<file path="src/rtl/rsa_precompute_ctrl_if.sv">
// Handshake and operand-RAM signal bundle for the RSA precompute sequencer.
// The slave modport is the controller; the master modport is the surrounding front end.
interface rsa_precompute_ctrl_if #(
  parameter int DATA_WIDTH = 32,
  parameter int ADDR_WIDTH = 5
);
  logic                  start;
  logic                  abort;
  logic                  pre_start;
  logic                  pre_done;
  logic [DATA_WIDTH-1:0] n0p_in;
  logic                  in_valid;
  logic                  in_ready;
  logic [DATA_WIDTH-1:0] r_in;
  logic [DATA_WIDTH-1:0] t_in;
  logic                  mem_we;
  logic                  mem_sel;
  logic [ADDR_WIDTH-1:0] mem_addr;
  logic [DATA_WIDTH-1:0] mem_wdata;
  logic [DATA_WIDTH-1:0] n0p_out;
  logic                  busy;
  logic                  done;
  logic                  err;

  modport master (
    output start, abort, pre_done, n0p_in, in_valid, r_in, t_in,
    input  pre_start, in_ready, mem_we, mem_sel, mem_addr, mem_wdata,
           n0p_out, busy, done, err
  );

  modport slave (
    input  start, abort, pre_done, n0p_in, in_valid, r_in, t_in,
    output pre_start, in_ready, mem_we, mem_sel, mem_addr, mem_wdata,
           n0p_out, busy, done, err
  );
endinterface

</file>
<file path="src/rtl/rsa_precompute_ctrl.sv">
// Key-load sequencer: kicks the modulus precompute, captures n0', then streams
// r/t word pairs (MS word first) into the r and t regions of the operand RAM.
module rsa_precompute_ctrl #(
  parameter int DATA_WIDTH = 32,
  parameter int ADDR_WIDTH = 5,
  parameter int TIMEOUT    = 4096
) (
  input  logic                  clk,
  input  logic                  rst_n,
  rsa_precompute_ctrl_if.slave  bus_if
);
  localparam int CNT_W = (TIMEOUT > 1) ? $clog2(TIMEOUT) : 1;

  localparam logic [2:0] S_IDLE   = 3'd0;
  localparam logic [2:0] S_KICK   = 3'd1;
  localparam logic [2:0] S_WAIT   = 3'd2;
  localparam logic [2:0] S_XFER_R = 3'd3;
  localparam logic [2:0] S_XFER_T = 3'd4;

  logic [2:0]            state_q, state_d;
  logic [ADDR_WIDTH-1:0] idx_q, idx_d;
  logic [CNT_W-1:0]      cnt_q, cnt_d;
  logic [DATA_WIDTH-1:0] t_hold_q, t_hold_d;
  logic                  fin_q, fin_d;
  logic                  pre_start_q, pre_start_d;
  logic                  mem_we_q, mem_we_d;
  logic                  mem_sel_q, mem_sel_d;
  logic [ADDR_WIDTH-1:0] mem_addr_q, mem_addr_d;
  logic [DATA_WIDTH-1:0] mem_wdata_q, mem_wdata_d;
  logic [DATA_WIDTH-1:0] n0p_q, n0p_d;
  logic                  busy_q, busy_d;
  logic                  done_q, done_d;
  logic                  err_q, err_d;

  always_comb begin
    state_d     = state_q;
    idx_d       = idx_q;
    cnt_d       = cnt_q;
    t_hold_d    = t_hold_q;
    fin_d       = 1'b0;
    mem_we_d    = 1'b0;
    mem_sel_d   = mem_sel_q;
    mem_addr_d  = mem_addr_q;
    mem_wdata_d = mem_wdata_q;
    n0p_d       = n0p_q;
    err_d       = err_q;
    // fin_q marks the cycle of the final t write; done follows it by one cycle
    done_d      = fin_q;

    if (bus_if.abort) begin
      state_d = S_IDLE;
      done_d  = 1'b0;
    end else begin
      case (state_q)
        S_IDLE: begin
          if (bus_if.start) begin
            state_d = S_KICK;
            err_d   = 1'b0;
            idx_d   = {ADDR_WIDTH{1'b1}};
            cnt_d   = {CNT_W{1'b0}};
          end else begin
            state_d = S_IDLE;
          end
        end
        S_KICK: state_d = S_WAIT;
        S_WAIT: begin
          cnt_d = cnt_q + CNT_W'(1);
          if (bus_if.pre_done) begin
            n0p_d   = bus_if.n0p_in;
            state_d = S_XFER_R;
          end else if (cnt_q == CNT_W'(TIMEOUT - 1)) begin
            err_d   = 1'b1;
            state_d = S_IDLE;
          end else begin
            state_d = S_WAIT;
          end
        end
        S_XFER_R: begin
          if (bus_if.in_valid) begin
            t_hold_d    = bus_if.t_in;
            mem_we_d    = 1'b1;
            mem_sel_d   = 1'b0;
            mem_addr_d  = idx_q;
            mem_wdata_d = bus_if.r_in;
            state_d     = S_XFER_T;
          end else begin
            state_d = S_XFER_R;
          end
        end
        S_XFER_T: begin
          mem_we_d    = 1'b1;
          mem_sel_d   = 1'b1;
          mem_addr_d  = idx_q;
          mem_wdata_d = t_hold_q;
          if (idx_q == {ADDR_WIDTH{1'b0}}) begin
            state_d = S_IDLE;
            fin_d   = 1'b1;
          end else begin
            idx_d   = idx_q - ADDR_WIDTH'(1);
            state_d = S_XFER_R;
          end
        end
        default: state_d = S_IDLE;
      endcase
    end

    pre_start_d = (state_d == S_KICK);
    busy_d      = (state_d != S_IDLE) | fin_d;
  end

  always_ff @(posedge clk or negedge rst_n) begin
    if (!rst_n) begin
      state_q     <= S_IDLE;
      idx_q       <= {ADDR_WIDTH{1'b0}};
      cnt_q       <= {CNT_W{1'b0}};
      t_hold_q    <= {DATA_WIDTH{1'b0}};
      fin_q       <= 1'b0;
      pre_start_q <= 1'b0;
      mem_we_q    <= 1'b0;
      mem_sel_q   <= 1'b0;
      mem_addr_q  <= {ADDR_WIDTH{1'b0}};
      mem_wdata_q <= {DATA_WIDTH{1'b0}};
      n0p_q       <= {DATA_WIDTH{1'b0}};
      busy_q      <= 1'b0;
      done_q      <= 1'b0;
      err_q       <= 1'b0;
    end else begin
      state_q     <= state_d;
      idx_q       <= idx_d;
      cnt_q       <= cnt_d;
      t_hold_q    <= t_hold_d;
      fin_q       <= fin_d;
      pre_start_q <= pre_start_d;
      mem_we_q    <= mem_we_d;
      mem_sel_q   <= mem_sel_d;
      mem_addr_q  <= mem_addr_d;
      mem_wdata_q <= mem_wdata_d;
      n0p_q       <= n0p_d;
      busy_q      <= busy_d;
      done_q      <= done_d;
      err_q       <= err_d;
    end
  end

  assign bus_if.in_ready  = (state_q == S_XFER_R);
  assign bus_if.pre_start = pre_start_q;
  assign bus_if.mem_we    = mem_we_q;
  assign bus_if.mem_sel   = mem_sel_q;
  assign bus_if.mem_addr  = mem_addr_q;
  assign bus_if.mem_wdata = mem_wdata_q;
  assign bus_if.n0p_out   = n0p_q;
  assign bus_if.busy      = busy_q;
  assign bus_if.done      = done_q;
  assign bus_if.err       = err_q;
endmodule

</file>
<file path="src/flat_wrapper.sv">
// flat-port wrapper written by rule: the top's interface ports become plain ports
module rsa_precompute_ctrl_flat 
#(
  parameter int DATA_WIDTH = 32,
  parameter int ADDR_WIDTH = 5,
  parameter int TIMEOUT    = 4096
)
  (clk, rst_n, bus_if_start, bus_if_abort, bus_if_pre_done, bus_if_n0p_in, bus_if_in_valid, bus_if_r_in, bus_if_t_in, bus_if_pre_start, bus_if_in_ready, bus_if_mem_we, bus_if_mem_sel, bus_if_mem_addr, bus_if_mem_wdata, bus_if_n0p_out, bus_if_busy, bus_if_done, bus_if_err);
  rsa_precompute_ctrl_if #(.DATA_WIDTH(DATA_WIDTH), .ADDR_WIDTH(ADDR_WIDTH)) bus_if_i ();
  input  logic clk;
  input  logic rst_n;
  input wire logic [$bits(bus_if_i.start)-1:0] bus_if_start;
  input wire logic [$bits(bus_if_i.abort)-1:0] bus_if_abort;
  input wire logic [$bits(bus_if_i.pre_done)-1:0] bus_if_pre_done;
  input wire logic [$bits(bus_if_i.n0p_in)-1:0] bus_if_n0p_in;
  input wire logic [$bits(bus_if_i.in_valid)-1:0] bus_if_in_valid;
  input wire logic [$bits(bus_if_i.r_in)-1:0] bus_if_r_in;
  input wire logic [$bits(bus_if_i.t_in)-1:0] bus_if_t_in;
  output wire logic [$bits(bus_if_i.pre_start)-1:0] bus_if_pre_start;
  output wire logic [$bits(bus_if_i.in_ready)-1:0] bus_if_in_ready;
  output wire logic [$bits(bus_if_i.mem_we)-1:0] bus_if_mem_we;
  output wire logic [$bits(bus_if_i.mem_sel)-1:0] bus_if_mem_sel;
  output wire logic [$bits(bus_if_i.mem_addr)-1:0] bus_if_mem_addr;
  output wire logic [$bits(bus_if_i.mem_wdata)-1:0] bus_if_mem_wdata;
  output wire logic [$bits(bus_if_i.n0p_out)-1:0] bus_if_n0p_out;
  output wire logic [$bits(bus_if_i.busy)-1:0] bus_if_busy;
  output wire logic [$bits(bus_if_i.done)-1:0] bus_if_done;
  output wire logic [$bits(bus_if_i.err)-1:0] bus_if_err;
  assign bus_if_i.start = bus_if_start;
  assign bus_if_i.abort = bus_if_abort;
  assign bus_if_i.pre_done = bus_if_pre_done;
  assign bus_if_i.n0p_in = bus_if_n0p_in;
  assign bus_if_i.in_valid = bus_if_in_valid;
  assign bus_if_i.r_in = bus_if_r_in;
  assign bus_if_i.t_in = bus_if_t_in;
  assign bus_if_pre_start = bus_if_i.pre_start;
  assign bus_if_in_ready = bus_if_i.in_ready;
  assign bus_if_mem_we = bus_if_i.mem_we;
  assign bus_if_mem_sel = bus_if_i.mem_sel;
  assign bus_if_mem_addr = bus_if_i.mem_addr;
  assign bus_if_mem_wdata = bus_if_i.mem_wdata;
  assign bus_if_n0p_out = bus_if_i.n0p_out;
  assign bus_if_busy = bus_if_i.busy;
  assign bus_if_done = bus_if_i.done;
  assign bus_if_err = bus_if_i.err;
  rsa_precompute_ctrl #(.DATA_WIDTH(DATA_WIDTH), .ADDR_WIDTH(ADDR_WIDTH), .TIMEOUT(TIMEOUT)) u_core (.clk(clk), .rst_n(rst_n), .bus_if(bus_if_i));
endmodule
</file>
<file path="config.mk">
export PLATFORM = sky130hd
export DESIGN_NAME = rsa_precompute_ctrl_flat
export DESIGN_NICKNAME = d
export VERILOG_FILES = /design/src/rtl/rsa_precompute_ctrl_if.sv /design/src/rtl/rsa_precompute_ctrl.sv /design/src/flat_wrapper.sv
export SDC_FILE = /design/constraint.sdc
export NUM_CORES = 1
export LEC_CHECK = 0
export ABC_CLOCK_PERIOD_IN_PS = 4000
export BUFFER_PORTS_ARGS = -buffer_cell sky130_fd_sc_hd__buf_2
export CORE_MARGIN = 2
export CORE_UTILIZATION = 30
export CTS_CLUSTER_SIZE = 10
export DETAILED_ROUTE_END_ITERATION = 8
export HOLD_SLACK_MARGIN = 0.06
export PLACE_DENSITY_LB_ADDON = 0.15
export SYNTH_ARGS = -nofsm -noshare
export SYNTH_HDL_FRONTEND = slang
export SYNTH_SLANG_ARGS = --single-unit
</file>
<file path="constraint.sdc">
create_clock -name clk -period 4 [get_ports clk]
set_clock_uncertainty 0.1 [all_clocks]
set_input_delay 1 -clock clk [delete_from_list [all_inputs] [get_ports clk]]
set_output_delay 1 -clock clk [all_outputs]
set_load 0.05 [all_outputs]
</file>
==> impl_summary.txt, run 1 <==
----------------------------------------------------
[Global route]
  Tot GR Track Use ... 14.7%
  Pin count of the biggest net entering global routing ... 117
  Vias in the first global route ... 4340
  Antenna violations before repair ... 2
  Leftover overflow at the end of global routing ... 0
  Global-route wire length before repair ... 22700 µm

[Place]
  Port bufs ... 177
  Weighted congestion reported at the end of routability-driven placement ... 0.814
  Post-detailed-placement half-perimeter wirelength ... 9570 µm
  Placed cell areas ... 6600 µm²

[Clocking]
  Clock tree sinks ... 128
  Post_cts resized ... 0
  TritonCTS clock tree ... yes
  Latest clock arrival within the worst-skew pair ... roughly 0.41 ns
  Clock slew seen by the registers of the worst setup and hold paths ... 0.06 ns
  Count of H-tree levels built during CTS ... 4
  Buffers inserted by post-CTS timing repair ... 0
  Max Root-Sink Buffers ... 2
  Number of buffers created by CTS ... 17
  Count of hold-fix buffers inserted at cts ... 0
  Clk root buf ... clkbuf_16

[Finish]
  Area added between synthesis and finish ... 30.8%
  Sequential cell area ... 3200 µm²
  Fraction of final layout cells with drive strength greater than 1 ... 44.0%
  Design area ... about 7200 µm²
  Final core area utilization ... 40.0%
  Multi-input combinational cell area ... roughly 2100 µm²
  Total of fill cells in the finished design ... 1763
  Number of nets in the layout ... 754

[STA]
  Achievable Freq ... ~350 MHz
  Max-Slew Margin vs Limit ... 25.3%
  Hold Worst Slack ... around 0.38 ns
  Setup repair after global routing missed its margin ... no
  Final critical path time including I/O delays and setup ... 2.85 ns
  Count of final max-slew check failures ... 0
  Final number of hold-violating endpoints ... 0
  Post-route setup TNS ... 0 ns
  Period utilization ... 71.3%
  Final setup viols ... 0
  Slew of the pin with the lowest slew margin ... around 1.1 ns

[Logic synthesis]
  Area share of the largest cell type after synthesis ... approximately three fifths
  Multiplexer area fraction after synthesis ... 14.5%
  Synthesized area ... 5490 µm²
  Count leader, synth ... dfrtp_1
  Post-synthesis sequential area ratio ... 58.3%
  Synth Area in XOR/XNOR ... under 10%
  Combinational family with the most area after synthesis ... multiplexers
  Proportion of synthesized flip-flops having asynchronous set or reset ... 100%
  Syn Nets ... 579
  Most instantiated flip-flop cell in the synthesis netlist ... dfrtp_1
  Number of distinct library cells after synthesis ... 46
  Complex-gate fraction of the synthesized area ... 8.84%
  Fraction of the mapped netlist area in adder cells ... 0.684%
  Post-synth EDFFs ... 0
  Register bit total from synthesis ... 128
  Leading post-synthesis cells by cell area ... dfrtp_1, mux2_2, nand2_1
  Largest area contributor in the synthesized netlist ... dfrtp_1
  Cell types with the highest counts after synthesis ... dfrtp_1, nand2_1, mux2_2
  Syn_area_per_cell ... 11.6 µm²
  Number of instances in the synthesized netlist ... 474
  YS warnings ... 0
  Area fraction in and, or, nand and nor cells after synthesis ... between 10% and 20%

[Pwr]
  Leak ... 3.39 nW
  Net load switching power ... roughly 0.0021 W
  Worst voltage drop across the vdd grid ... roughly 0.52 mV
  Switching part of the total power ... about two fifths
  Clock share of power ... 29.3%
  Part of the power in registers ... 35.7%
  Comb pwr share ... a little over a third
  Internal Pwr Total ... 0.00309 W
  Total Power ... 0.00517 W
  Power per Cell Area ... 720 nW/µm²

[Setup path]
  Critical path's largest stage delay ... around 0.55 ns
  Worst path arrival time ... about 1.8 ns
  Setup Crit Path Kind ... flop to primary output
  Type of origin of the critical path ... flop
  Slowest library cell on the worst path ... dfrtp_1
  Maximum fanout count along the critical path ... 18
  Worst path cell trace ... nand3b_1, inv_1, buf_2
  Required @ worst endpoint ... between 2 and 3 ns
  Critical Path End Type ... primary output

[Run]
  # Max-Cap Violations ... 0

[Die]
  Height of the die ... 139 µm
  Total I/O pin count ... 178
  Floorplan Core Area ... 18000 µm²
  Site Rows ... 49
  Die area ... a little under 20000 µm²
  Effective utilization at floorplan ... 30.6%
  Horizontal die dimension ... 139 µm

[Routing]
  Number of nets with antenna violations after routing ... 0
  Post-detailed-route DRC marker count ... 0
  Drt pass-1 iters ... 4
  Total routed wirelength ... around 14000 µm
  First DRT Iteration DRCs ... approximately 200
  Vias per cell ... ~4.8
  Detail-routed net length per standard cell ... 15.6 µm
  Vias ... 4269

[Worst hold path]
  HP Class ... flop to flop

[Run status]
  Run status ... completed

----------------------------------------------------
-- power groups by stage --
stage	logic [W]	clock network, W	registers (W)
floorplan	0.000378	0	0.00282
global placement	0.00180	0	0.00187
detailed placement	0.00183	0	0.00187
CTS	0.00183	0.00157	0.00185
global route	0.00190	0.00163	0.00190
finish	0.00181	0.00152	0.00185
-- routing by layer --
layer,GRT usage (%),up-vias,wire length (µm)
li1,-,2025,-
met1,19.3,2072,6440
met2,22.9,159,6330
met3,5.57,11,1010
met4,4.15,2,125
met5,0,-,13
-- worst max-delay path: cells and delay by family (launching register included) --
family                 cells  cell delay [ns]
buffers and inverters      2             0.40
DFF                        1             0.55
and+or+nand+nor            1             0.38
-- logic make-up after synthesis --
| family | count (synthesis) |
|---|---|
| adder cells (fa/ha/maj) | 3 |
| multiplexers | 71 |
| flip-flops | 128 |
| XOR/XNOR | 7 |
| AO/OA/AOI/OAI | 71 |
| buffers and inverters | 36 |
| AND/OR/NAND/NOR | 158 |
-- through the flow --
stage / std cells / setup slack, ns
floorplan: 474 / 1.43
global placement: 859 / 1.13
detailed placement: 859 / 1.09
CTS: 890 / 1.13
global route: 891 / 1.03
finish: 891 / 1.15
-- cell type report --
class                   instances  share of cell area (%)
clock buffers                  20                    6.50
clock inverters                11                    1.59
flip-flops and latches        128                    44.6
inverters                       7                   0.366
well taps                     229                    3.99
diodes                          1                  0.0348
multi-input cells             310                    29.7
repair buffers                185                    13.3
-- state kept, by name, indices dropped and copies added, names as in the netlist, 3 cells and up --
| register | cells |
|---|---|
| u_core.t_hold_q | 32 |
| u_core.bus_if.mem_addr | 5 |
| u_core.bus_if.n0p_out | 32 |
| u_core.state_q | 3 |
| u_core.idx_q | 5 |
| u_core.cnt_q | 12 |
| u_core.bus_if.mem_wdata | 32 |
-- cell usage in the layout (no fill, tap or decap), types with 2 or more instances in the layout --
master,n
ha_1,3
o21a_1,2
a32oi_1,4
buf_2,176
nand3_1,5
or4b_1,2
nor3_1,5
o21ai_0,3
a2111oi_0,2
inv_1,7
xnor2_1,7
nor4_1,5
buf_4,8
clkinvlp_4,2
mux2_1,5
nand2_1,76
o31ai_1,4
or2_2,3
a21bo_2,2
a21oi_1,5
mux2_2,64
dfrtp_1,128
a31oi_1,39
clkbuf_8,3
clkinv_2,6
clkbuf_16,17
o22ai_1,2
mux2i_1,2
bufinv_16,2
nand4_1,2
nand3b_1,9
nor2_1,40
-- path summary, 6_finish.rpt --
kind	from	endpoint	slack (ns)	cells after the start
min in group asynchronous	rst_n	u_core.bus_if.n0p_out[29]	0.58	1
max in group asynchronous	rst_n	u_core.bus_if.busy	2.25	2
min	u_core.bus_if.n0p_out[21]	u_core.bus_if.n0p_out[21]	0.38	1
min reg2reg	u_core.bus_if.n0p_out[21]	u_core.bus_if.n0p_out[21]	0.38	1
max reg2reg	u_core.state_q[2]	u_core.bus_if.mem_wdata[16]	1.53	5
max	u_core.state_q[2]	bus_if_in_ready	1.15	3
No activity file was read; power rests on OpenSTA's default activity.
==> run 2, diff against run 1 <==
Settings changed: ABC_CLOCK_PERIOD_IN_PS 4000 to 2450.
Clock period 4 ns to 2.45 ns, I/O delays scaled along.
==> run 2 against run 1 <==
Against the previous run:
- hold slack got worse by 0.077 ns
- worst setup slack got worse by 0.94 ns
- wire length increased by 0.42%
- sequential cell count unchanged
- largest power group unchanged
==> impl_summary.txt, run 2 (synthesis results as in run 1) <==
----------------------------------------------------
[Run status]
  Run status ... completed

[Worst hold path]
  Worst Hold Endpoint ... u_core.bus_if.n0p_out[10]
  Min-Delay Startpoint ... bus_if_n0p_in[10]
  Min-Delay Path Depth ... 2
  HP Class ... primary input to flop

[Global route]
  Pin count of the biggest net entering global routing ... 47
  Leftover overflow at the end of global routing ... 0
  Vias in the first global route ... 4473
  Tot GR Track Use ... 15.0%
  Global-route wire length before repair ... 23200 µm
  Antenna violations before repair ... 0

[Setup path]
  Slowest library cell on the worst path ... or4b_1
  Length in cells of the worst reg-to-reg path ... 6
  Type of origin of the critical path ... flop
  Worst path cell trace ... inv_1, ha_1, or4b_1, nand2_1, o211ai_1, o31a_1
  Critical path's largest stage delay ... 0.55 ns
  Critical Path End Type ... flop
  Maximum fanout count along the critical path ... 5
  Buffers plus inverters on the worst setup path ... 1
  Required @ worst endpoint ... 2.64 ns
  Critical R2R Capture ... u_core.bus_if.busy
  Worst path arrival time ... 2.44 ns
  Worst setup slack for register-to-register paths ... 0.21 ns
  Critical path launch point ... u_core.idx_q[0]
  Kind of cell adding the most delay to the critical path ... simple AND/OR/NAND/NOR gates
  Launch instance of the worst register-to-register path ... u_core.idx_q[0]
  Setup Crit Path Kind ... flop to flop

[STA]
  Slew of the pin with the lowest slew margin ... 0.591 ns
  Final critical path time including I/O delays and setup ... between 2 and 2.5 ns
  Hold Worst Slack ... 0.307 ns
  Count of final max-slew check failures ... 0
  Max-Slew Margin vs Limit ... 59.6%
  Achievable Freq ... 446 MHz
  Post-route setup TNS ... 0 ns
  Final number of hold-violating endpoints ... 0
  Final setup viols ... 0
  Period utilization ... 91.5%
  Setup repair after global routing missed its margin ... no

[Finish]
  Total of fill cells in the finished design ... 1770
  Number of diodes added for antenna fixing ... 0
  Leading cell type in the layout, fill and taps excluded ... buf_2
  Final core area utilization ... 41.1%
  Number of nets in the layout ... 767
  Area added between synthesis and finish ... 34.5%
  Fraction of final layout cells with drive strength greater than 1 ... a little under half
  Commonest cells after routing, fill and taps aside ... buf_2, dfrtp_1, nand2_1

[Clocking]
  TritonCTS clock tree ... yes
  Clock slew seen by the registers of the worst setup and hold paths ... roughly 0.060 ns
  Clock tree sinks ... 128
  Number of buffers created by CTS ... 17
  Clk root buf ... clkbuf_16
  Count of H-tree levels built during CTS ... 4
  Latest clock arrival within the worst-skew pair ... 0.42 ns
  Max Root-Sink Buffers ... 2

[Routing]
  Drt pass-1 iters ... 4
  Vias per cell ... around 4.8
  Detail-routed net length per standard cell ... between 15 and 20 µm
  Number of nets with antenna violations after routing ... 0
  Total routed wirelength ... 14000 µm
  Post-detailed-route DRC marker count ... 0
  Vias ... 4315
  First DRT Iteration DRCs ... between 150 and 200

[Die]
  Site Rows ... 49
  Die area ... 19400 µm²
  Horizontal die dimension ... 139 µm
  Height of the die ... roughly 140 µm
  Floorplan Core Area ... 18000 µm²
  Total I/O pin count ... 178
  Effective utilization at floorplan ... 30.6%

[Run]
  # Max-Cap Violations ... 0

[Place]
  Weighted congestion reported at the end of routability-driven placement ... slightly above 0.8
  Port bufs ... ~180
  Post-detailed-placement half-perimeter wirelength ... just under 10000 µm

[Pwr]
  Power per Cell Area ... 1170 nW/µm²
  Worst voltage drop across the vdd grid ... 0.676 mV
  Leak ... 3.48 nW

----------------------------------------------------
==> run 2: cell types whose count changed in the layout (fill, tap and decap cells not counted) <==
| cell | change |
|---|---|
| buf_12 | +5 |
| buf_4 | +7 |
| bufinv_16 | +1 |
| clkinv_2 | -4 |
| clkinv_4 | +1 |
| clkinvlp_4 | +2 |
| diode_2 | -1 |
| dlygate4sd3_1 | +1 |
| inv_6 | +1 |
| o211a_1 | -1 |
| o211a_2 | +1 |
| o311ai_0 | -1 |
| o311ai_1 | +1 |
==> run 2: metrics by stage <==
step / std cells / total power (W) / setup slack, ns / cell area, µm²
after floorplan: 474 / 0.00523 / 0.268 / 5490
after global placement: 869 / 0.00599 / 0.256 / 6740
after detailed placement: 869 / 0.00605 / 0.172 / 6740
after CTS: 902 / 0.00872 / 0.0794 / 7370
after global routing: 904 / 0.00903 / 0.0477 / 7380
final: 904 / 0.00860 / 0.207 / 7380
==> run 2: worst register-to-register path, delay by kind of cell, from the launching register on <==
| family | cells | cell delay [ns] |
|---|---|---|
| AND/OR/NAND/NOR | 2 | 0.71 |
| flip-flops | 1 | 0.41 |
| buffers and inverters | 1 | 0.11 |
| adder cells (fa/ha/maj) | 1 | 0.19 |
| AO/OA/AOI/OAI | 2 | 0.60 |
==> run 2: power breakdown <==
group	internal, W	switching [W]
Clock	0.00168	0.000942
Sequential	0.00270	0.000291
Combinational	0.000799	0.00219
Total	0.00518	0.00342
==> run 2: timing repair <==
action                                  in CTS  in global routing
endpoints found under the hold margin       43                  0
resized for setup                            0                  2
setup buffers                                0                  2
hold buffers                                 1                  0
endpoints found under the setup margin       0                  3
==> run 2: worst max path at each step <==
stage	endpoint	slack, ns	cells past startpoint
global route	u_core.idx_q[3]	0.05	6
global placement	u_core.cnt_q[10]	0.26	6
floorplan	u_core.cnt_q[9]	0.27	6
finish	u_core.bus_if.busy	0.21	6
CTS	bus_if_in_ready	0.08	3
detailed placement	u_core.cnt_q[11]	0.17	6
==> run 2: layout make-up <==
type	instances	area, µm²	share of cell area, %
Inverter	7	26.3	0.356
Clock buffer	20	467	6.32
Clock inverter	12	156	2.12
Sequential cell	128	3200	43.4
Multi-Input combinational cell	310	2130	28.8
Tap cell	229	287	3.88
Timing Repair Buffer	198	1110	15.1
==> run 2: per-layer routing <==
layer  GRT usage (%)  wire length (µm)
met1            19.3              6250
met2            23.0              6320
met3            6.40              1250
met4            4.41               153
met5               0                 0
